--- src/rtl/pkt_arb_if.sv ---
// Byte-stream handshake bundle between NP requesters and the packet arbiter,
// plus the packet control codes carried alongside every byte.
`ifndef PCC_DATA
`define PCC_DATA   2'b00
`define PCC_SOP    2'b01
`define PCC_EOP    2'b10
`define PCC_BADEOP 2'b11
`endif

interface pkt_arb_if #(
  parameter int NP = 4
);
  logic [8*NP-1:0] c_data;
  logic [2*NP-1:0] c_code;
  logic [NP-1:0]   c_srdy;
  logic [NP-1:0]   c_drdy;
  logic [7:0]      p_data;
  logic [1:0]      p_code;
  logic [2:0]      p_port;
  logic            p_srdy;
  logic            p_drdy;

  modport master (
    output c_data, c_code, c_srdy, p_drdy,
    input  c_drdy, p_data, p_code, p_port, p_srdy
  );

  modport slave (
    input  c_data, c_code, c_srdy, p_drdy,
    output c_drdy, p_data, p_code, p_port, p_srdy
  );
endinterface

--- src/rtl/pkt_arb.sv ---
// Packet-level round-robin arbiter: merges NP byte streams into one registered
// output stream, holding each grant for a whole packet and truncating overlong ones.
module pkt_arb #(
  parameter int NP     = 4,
  parameter int MAXLEN = 1518
) (
  input  logic     clk,
  input  logic     reset,
  pkt_arb_if.slave bus
);

  localparam int GW = (NP > 1) ? $clog2(NP) : 1;
  localparam int CW = (MAXLEN > 1) ? $clog2(MAXLEN) : 1;

  typedef enum logic [1:0] {IDLE, LOCKED, FLUSH} state_t;

  state_t          state;
  logic [GW-1:0]   gnt;
  logic [GW-1:0]   last;
  logic [GW-1:0]   winner;
  logic            found;
  logic [CW-1:0]   count;
  logic [NP-1:0]   drdy;
  logic [7:0]      sel_data;
  logic [1:0]      sel_code;
  logic            xfer;
  logic            is_eop;
  logic [7:0]      out_data;
  logic [1:0]      out_code;
  logic [2:0]      out_port;
  logic            out_valid;

  // Round-robin search starts just after the previous packet's owner.
  // NOTE: every variable gets a default at the top of always_comb so no path
  // leaves it unassigned and no latch is inferred.
  always_comb begin
    winner = last;
    found  = 1'b0;
    for (int k = 1; k <= NP; k++) begin
      if (!found && bus.c_srdy[(int'(last) + k) % NP]) begin
        found  = 1'b1;
        winner = GW'((int'(last) + k) % NP);
      end
    end
  end

  // LOCKED accepts only when the output register is free or draining this cycle;
  // FLUSH swallows the rest of a truncated packet unconditionally.
  always_comb begin
    drdy = '0;
    if (!reset) begin
      if (state == LOCKED)
        drdy[gnt] = ~out_valid | bus.p_drdy;
      else if (state == FLUSH)
        drdy[gnt] = 1'b1;
    end
  end

  assign sel_data = bus.c_data[8*int'(gnt) +: 8];
  assign sel_code = bus.c_code[2*int'(gnt) +: 2];
  assign xfer     = bus.c_srdy[gnt] & drdy[gnt];
  assign is_eop   = (sel_code == `PCC_EOP) || (sel_code == `PCC_BADEOP);

  // NOTE: all state uses non-blocking assignments so every register samples
  // pre-edge values regardless of statement order.
  always_ff @(posedge clk) begin
    if (reset) begin
      state     <= IDLE;
      gnt       <= '0;
      last      <= GW'(NP - 1);
      count     <= '0;
      out_data  <= '0;
      out_code  <= '0;
      out_port  <= '0;
      out_valid <= 1'b0;
    end else begin
      // An input load below overrides this clear, giving back-to-back throughput.
      if (out_valid && bus.p_drdy)
        out_valid <= 1'b0;

      unique case (state)
        IDLE: begin
          if (found) begin
            gnt   <= winner;
            count <= '0;
            state <= LOCKED;
          end
        end
        LOCKED: begin
          if (xfer) begin
            out_data  <= sel_data;
            out_port  <= 3'(gnt);
            out_valid <= 1'b1;
            count     <= count + CW'(1);
            if (is_eop) begin
              out_code <= sel_code;
              last     <= gnt;
              state    <= IDLE;
            end else if (count == CW'(MAXLEN - 1)) begin
              out_code <= `PCC_BADEOP;
              last     <= gnt;
              state    <= FLUSH;
            end else begin
              out_code <= sel_code;
            end
          end
        end
        FLUSH: begin
          if (xfer && is_eop)
            state <= IDLE;
        end
        default: state <= IDLE;
      endcase
    end
  end

  assign bus.c_drdy = drdy;
  assign bus.p_data = out_data;
  assign bus.p_code = out_code;
  assign bus.p_port = out_port;
  assign bus.p_srdy = out_valid;

endmodule

--- src/flat_wrapper.sv ---
// flat-port wrapper written by rule: the top's interface ports become plain ports
module pkt_arb_flat 
#(
  parameter int NP     = 4,
  parameter int MAXLEN = 1518
)
  (clk, reset, bus_c_data, bus_c_code, bus_c_srdy, bus_p_drdy, bus_c_drdy, bus_p_data, bus_p_code, bus_p_port, bus_p_srdy);
  pkt_arb_if #(.NP(NP)) bus_i ();
  input  logic clk;
  input  logic reset;
  input wire logic [$bits(bus_i.c_data)-1:0] bus_c_data;
  input wire logic [$bits(bus_i.c_code)-1:0] bus_c_code;
  input wire logic [$bits(bus_i.c_srdy)-1:0] bus_c_srdy;
  input wire logic [$bits(bus_i.p_drdy)-1:0] bus_p_drdy;
  output wire logic [$bits(bus_i.c_drdy)-1:0] bus_c_drdy;
  output wire logic [$bits(bus_i.p_data)-1:0] bus_p_data;
  output wire logic [$bits(bus_i.p_code)-1:0] bus_p_code;
  output wire logic [$bits(bus_i.p_port)-1:0] bus_p_port;
  output wire logic [$bits(bus_i.p_srdy)-1:0] bus_p_srdy;
  assign bus_i.c_data = bus_c_data;
  assign bus_i.c_code = bus_c_code;
  assign bus_i.c_srdy = bus_c_srdy;
  assign bus_i.p_drdy = bus_p_drdy;
  assign bus_c_drdy = bus_i.c_drdy;
  assign bus_p_data = bus_i.p_data;
  assign bus_p_code = bus_i.p_code;
  assign bus_p_port = bus_i.p_port;
  assign bus_p_srdy = bus_i.p_srdy;
  pkt_arb #(.NP(NP), .MAXLEN(MAXLEN)) u_core (.clk(clk), .reset(reset), .bus(bus_i));
endmodule
--- config.mk ---
export PLATFORM = sky130hd
export DESIGN_NAME = pkt_arb_flat
export DESIGN_NICKNAME = d
export VERILOG_FILES = /design/src/rtl/pkt_arb_if.sv /design/src/rtl/pkt_arb.sv /design/src/flat_wrapper.sv
export SDC_FILE = /design/constraint.sdc
export NUM_CORES = 1
export LEC_CHECK = 0
export CAP_MARGIN = 10
export CELL_PAD_IN_SITES_DETAIL_PLACEMENT = 1
export CELL_PAD_IN_SITES_GLOBAL_PLACEMENT = 1
export CORE_MARGIN = 2
export CORE_UTILIZATION = 32
export DETAILED_ROUTE_END_ITERATION = 6
export GPL_ROUTABILITY_DRIVEN = 0
export GPL_TIMING_DRIVEN = 1
export HOLD_SLACK_MARGIN = 0.03
export MAX_ROUTING_LAYER = met4
export PLACE_DENSITY = 0.78
export SETUP_SLACK_MARGIN = 0.05
export SYNTH_ARGS = -nofsm -noshare
export SYNTH_HDL_FRONTEND = slang
export SYNTH_SLANG_ARGS = --single-unit
--- constraint.sdc ---
create_clock -name clk -period 2.27 [get_ports clk]
set_input_delay 0.454 -clock clk [delete_from_list [all_inputs] [get_ports clk]]
set_output_delay 0.454 -clock clk [all_outputs]
set_load 0.01 [all_outputs]
Word-level counts from Yosys, hierarchy flattened
Index checks and enable logic that the tools add are counted.
Widths: inputs -> output; s select.
{ "word_totals": {"mem_bits_ro": 0, "out_inout_bits": 18, "regBits": 30, "inputBits": 47, "ramBits": 0, "n_memories": 0, "latch_bits": 0, "wordCells": 105} }
{ "op_classes": {"addsub": 5, "eq_ne": 9, "reduce_logical": 22, "div": 0, "n_bitwise": 8, "n_mul": 0, "n_mux": 45, "n_lt_le_gt_ge": 6, "shifts": 2} }
{ "op_table": {"columns": ["operator", "count"], "rows": [
  ["$shiftx 32x6->8", 1],
  ["$mux 2", 13],
  ["$mux 11", 2],
  ["$pmux 11 s2", 1],
  ["$mux 1", 18],
  ["$lt 3x4->1 const B", 4],
  ["$bmux 1 s2", 6],
  ["$mux 4", 3],
  ["$add 11x1->11 const B", 1],
  ["$eq 11x11->1 const B", 1],
  ["$reduce_or 2->1", 4],
  ["$shiftx 8x4->2", 1],
  ["$eq 2x2->1 const B", 3],
  ["$logic_and 1x1->1", 6],
  ["$pmux 2 s3", 1],
  ["$reduce_and 3->1", 2],
  ["$add 2x1->2 const B", 2],
  ["$add 2x2->2 const B", 2],
  ["$and 1x1->1 const A", 4],
  ["$and 4x4->4", 1],
  ["$ne 2x1->1 const B", 2],
  ["$reduce_and 2->1", 2],
  ["$reduce_and 4->1", 1],
  ["$reduce_bool 2->1", 2],
  ["12 further kinds", 14]
]} }

Longest topological paths before layout
Gate-level depths: netlist of the first run.
{ "logic_depth": {"depth_word": 18, "depth_mapped": 7, "ltp_nobuf": 7} }

Least setup slack after synthesis of the first run
Ideal clock, no wire load.
{ "synth_path": {"path_type": "input-to-reg", "from": "in bus_c_srdy[3]", "to": "reg u_core.out_port[0] (netlist: u_core.bus.p_port[0])", "required_ps": 2138, "cell_stages": 7, "n_path_buf": 3, "arrival_time_ps": 1740, "setup_ps": 132, "slack_ps": 398, "path_cell_list": "clkbuf_1 -> mux4_2 -> and3_1 -> clkbuf_1 -> buf_2 -> nand2_1 -> a21oi_1"} }
{ "synth_via": {"elab_chain_len": 4} }
{ "synth_rtl": {"columns": ["item", "line_no", "text"], "rows": [
  ["start: declaration", "flat_wrapper.sv:13", "input wire logic [$bits(bus_i.c_srdy)-1:0] bus_c_srdy;"],
  ["$bmux 1 s2", "pkt_arb.sv:61", "assign xfer = bus.c_srdy[gnt] & drdy[gnt];"],
  ["$mux 1 (not written as such)", "pkt_arb.sv:61", null],
  ["$and 1x1->1", "pkt_arb.sv:61", null],
  ["$reduce_and 2->1 (no line)", null, null],
  ["end signal: assignment", "pkt_arb.sv:92", "out_port <= 3'(gnt);"],
  ["end: declaration", "pkt_arb.sv:30", "logic [2:0] out_port;"]
]} }
No other way between the ends. The select of a mux whose other input is x is not followed.
A chain may end at the register's enable or synchronous reset.

Final worst setup path of the first run
{ "layout_path": {"from": "reg u_core.state[0]", "to": "out bus_c_drdy[1]"} }
{ "layout_via": {"elab_chain_len": 4, "elab_cells_between_ends": 5, "cone_classes": "eq/ne (2); mux (3)"} }
{ "layout_rtl": {"columns": ["item", "line_no", "text"], "rows": [
  ["start: declaration", "pkt_arb.sv:17", "state_t state;"],
  ["start signal: assignment", "pkt_arb.sv:68", "state <= IDLE;"],
  ["start signal: assignment", "pkt_arb.sv:86", "state <= LOCKED;"],
  ["start signal: assignment", "pkt_arb.sv:98", "state <= IDLE;"],
  ["$eq 2x2->1", "pkt_arb.sv:54", "else if (state == FLUSH)"],
  ["$mux 4", "pkt_arb.sv:54", null],
  ["$mux 4 *", "pkt_arb.sv:52", "if (state == LOCKED)"],
  ["$mux 4 *", "pkt_arb.sv:51", "if (!reset) begin"],
  ["end: declaration", "flat_wrapper.sv:15", "output wire logic [$bits(bus_i.c_drdy)-1:0] bus_c_drdy;"]
]} }
Every way passes the cells marked *; elsewhere a longest branch is shown, timed or not.

==> out/results.ini, run 1 <==
[synth]
ys_dominant_reg_cell=dfxtp_1
synthesis.area_mm2=0.001719
synthTopCellsByArea=dfxtp_1, mux4_1, mux4_2
synth_top_area_share=0.3493
syn-num-nets=239
synth.avg_cell_area_um2=9.048
synth_cell_types=44
synth_common_cells=dfxtp_1, nand2_1, nor2_1, a21oi_1, clkbuf_1
synth_cells=190
synth.yosys.seq_area_share=0.3493
async_flop_share=0
synth_edf_count=0
yosysMostFrequentCell=dfxtp_1
yosysWarnings=0
ys_ff_latch=30
yosysTopAreaCell=dfxtp_1

[timing]
period_needed_ns=2.024
relSlewSlack=0.6412
fin_setup_tns_ns=0
fin_crit_sh=0.8916
final-hold-violation-count=0
worst_pin_slew_ns=0.5309
rsz0062_at_grt=no
layout_setup_ws_ns=0.2462
skew_ns=0.005462
slew_viol_final=0
setup_viol=0
fmax_mhz=494.1

[clocking]
clockRootBuffer=clkbuf_8
cts_made_buffers=5
clockBufferDepth=2
htreeDepth=2
clk_pin_slew_worst_paths_ns=0.07
hold_buffers=0
clock_sinks=30
cts_tree=done
clk_latency_ns=0.28

[setup_path]
critical_path_required_ns=1.82
rr_endpoint=u_core.last[1]
crit_fanout=5
r2r_cells=6
criticalPathCategory=register to output pin
crit_start=u_core.state[0]
endpoint=bus_c_drdy[1]
r2r_start=u_core.count[0]
critPathCaptureType=output pin
crit_arrival_ns=1.57
rrSetupSlack_ns=0.32
start_kind=register

[pwr]
p_comb_frac=0.252
power_frac_seq=0.398
swShare=0.2607
power.internal_mw=1.074
power.share.clock=0.351
ir_worst_vdd_v=0.0002358
power_density_mw_per_mm2=553.1
p_leak_nw=1.009
power.switching_uw=378.6

[layout]
drive_gt1_frac=0.1692
fillers=624
nNetsFinal=314
final_util=0.5110
num_antenna_cells=0
stdcell_area_mm2=0.002626
final_cells=336
area_delta_synth_final_pct=52.77

[grt]
grt_max_degree=29
globalRouteOverflowTotal=0
grtUsageTotal=0.1867
grt_pass1_wl_um=8735
antenna_found_initial=0
grt_pass1_vias=1892

[placed_design]
placedCellCount=328
portBuffers=63
dpl.hpwl_um=4047
placed_cell_area_mm2=0.002511
pre_cts_ws_ns=-0.3985

[drt]
avgViaCountPerCell=5.170
drt_pass1_iterations=4
wire_per_inst_um=15.36
drc_errors=0
ant_nets=0
vias=1737
wl_um=5161
drt_iter0_markers=46

[floorplanning]
fp.dieArea_mm2=0.005975
io_pins=65
coreArea_mm2=0.005140
die_x_um=77.30
die_y_um=77.30
initial_utilization=0.3345
rows=26

[worst_hold_path]
hold_class=register to register
hold_start=u_core.bus.p_port[1]

[flow_run]
drv_cap=0

[run_status]
status=complete, no violations

how the worst min path moves through the flow:
stage	end	cells after the start
after CTS	u_core.bus.p_port[1]	2
after global placement	u_core.bus.p_data[1]	2
final	u_core.bus.p_port[1]	2
after floorplan	u_core.state[0]	1
after detailed placement	u_core.bus.p_port[1]	2
after global routing	u_core.bus.p_data[7]	2
registers in the layout, indices dropped and copies added (netlist names):
signal and count:
u_core.count 11, u_core.bus.p_data 8, u_core.bus.p_code 2, u_core.bus.p_port 2
u_core.gnt 2, u_core.last 2, u_core.state 2, u_core.bus.p_srdy 1
routing by layer:
metal / track usage / vias to the layer above / routed length (µm)
met4: 0.05000 / 0 / 72
li1: - / 836 / -
met2: 0.3348 / 46 / 2725
met1: 0.2079 / 845 / 2145
met3: 0.04235 / 10 / 218
met5: - / - / 0
cell families after synthesis:
family,synth area share
and+or+nand+nor,0.2409
adders and majority gates,0.01455
DFF,0.3493
AOI/OAI and AO/OA,0.1216
muxes,0.1689
xor gates and xnor gates,0.04075
buffers and inverters,0.06186
other,0.002181
final cells by class:
class | instances | area, µm² | area share
multi-input combinational | 138 | 1031 | 0.3926
timing repair buffer | 84 | 774.5 | 0.2949
sequential | 30 | 600.6 | 0.2287
clock buffer | 8 | 110.1 | 0.04192
tap | 70 | 87.58 | 0.03335
inverter | 6 | 22.52 | 0.008576
timing repair:
item,4_1_cts,5_1_grt
setup endpoints to repair,4,3
setup buffers,0,0
gates resized for setup,19,3
pin swaps,2,2
worst max-delay path, cell delays in order (launching register included):
cell and delay (ns):
dfxtp_1 0.37, nor2b_1 0.23, nand2_2 0.08, a21oi_2 0.16
buf_6 0.14, nand2_1 0.06, nor2_1 0.11, buf_2 0.15
power by group through the flow:
stage          Sequential, mW  Clock (mW)  Combinational, mW
4_1_cts                 0.578       0.520              0.368
3_3_place_gp            0.587           0              0.354
2_1_floorplan           0.588           0              0.176
3_5_place_dp            0.589           0              0.366
6_report                0.578       0.509              0.365
5_1_grt                 0.582       0.545              0.395
stage by stage:
step	hold WS, ns	total power [mW]
after global routing	0.4871	1.522
final	0.4564	1.452
after global placement	0.4419	0.9406
after detailed placement	0.4471	0.9544
after floorplan	0.4596	0.7643
after CTS	0.4561	1.466
cells in the final DEF, fill, tap and decap left out, types with 2 or more instances in the layout:
master / count
inv_1: 6
nand3b_1: 2
clkdlybuf4s50_1: 58
and4b_1: 2
buf_4: 20
a211o_1: 2
buf_2: 4
nor2_1: 19
nand2_1: 27
and3_1: 3
mux4_1: 6
xor2_1: 4
dfxtp_1: 30
a21oi_1: 15
or3_1: 2
mux2i_1: 2
clkbuf_8: 8
o21ai_0: 2
nor4_1: 4
nor3_1: 4
mux4_2: 5
nand3_1: 6
ha_1: 2
nand4_1: 4
o22ai_1: 2
xnor2_1: 4
Note: power is estimated with default switching activity, not from simulation.
==> run 2, diff against run 1 <==
CTS_BUF_LIST = sky130_fd_sc_hd__clkbuf_8 sky130_fd_sc_hd__clkbuf_16   (was unset)
==> results of run 2 <==
The final DEF is identical to that of run 1; final timing and power are the same.
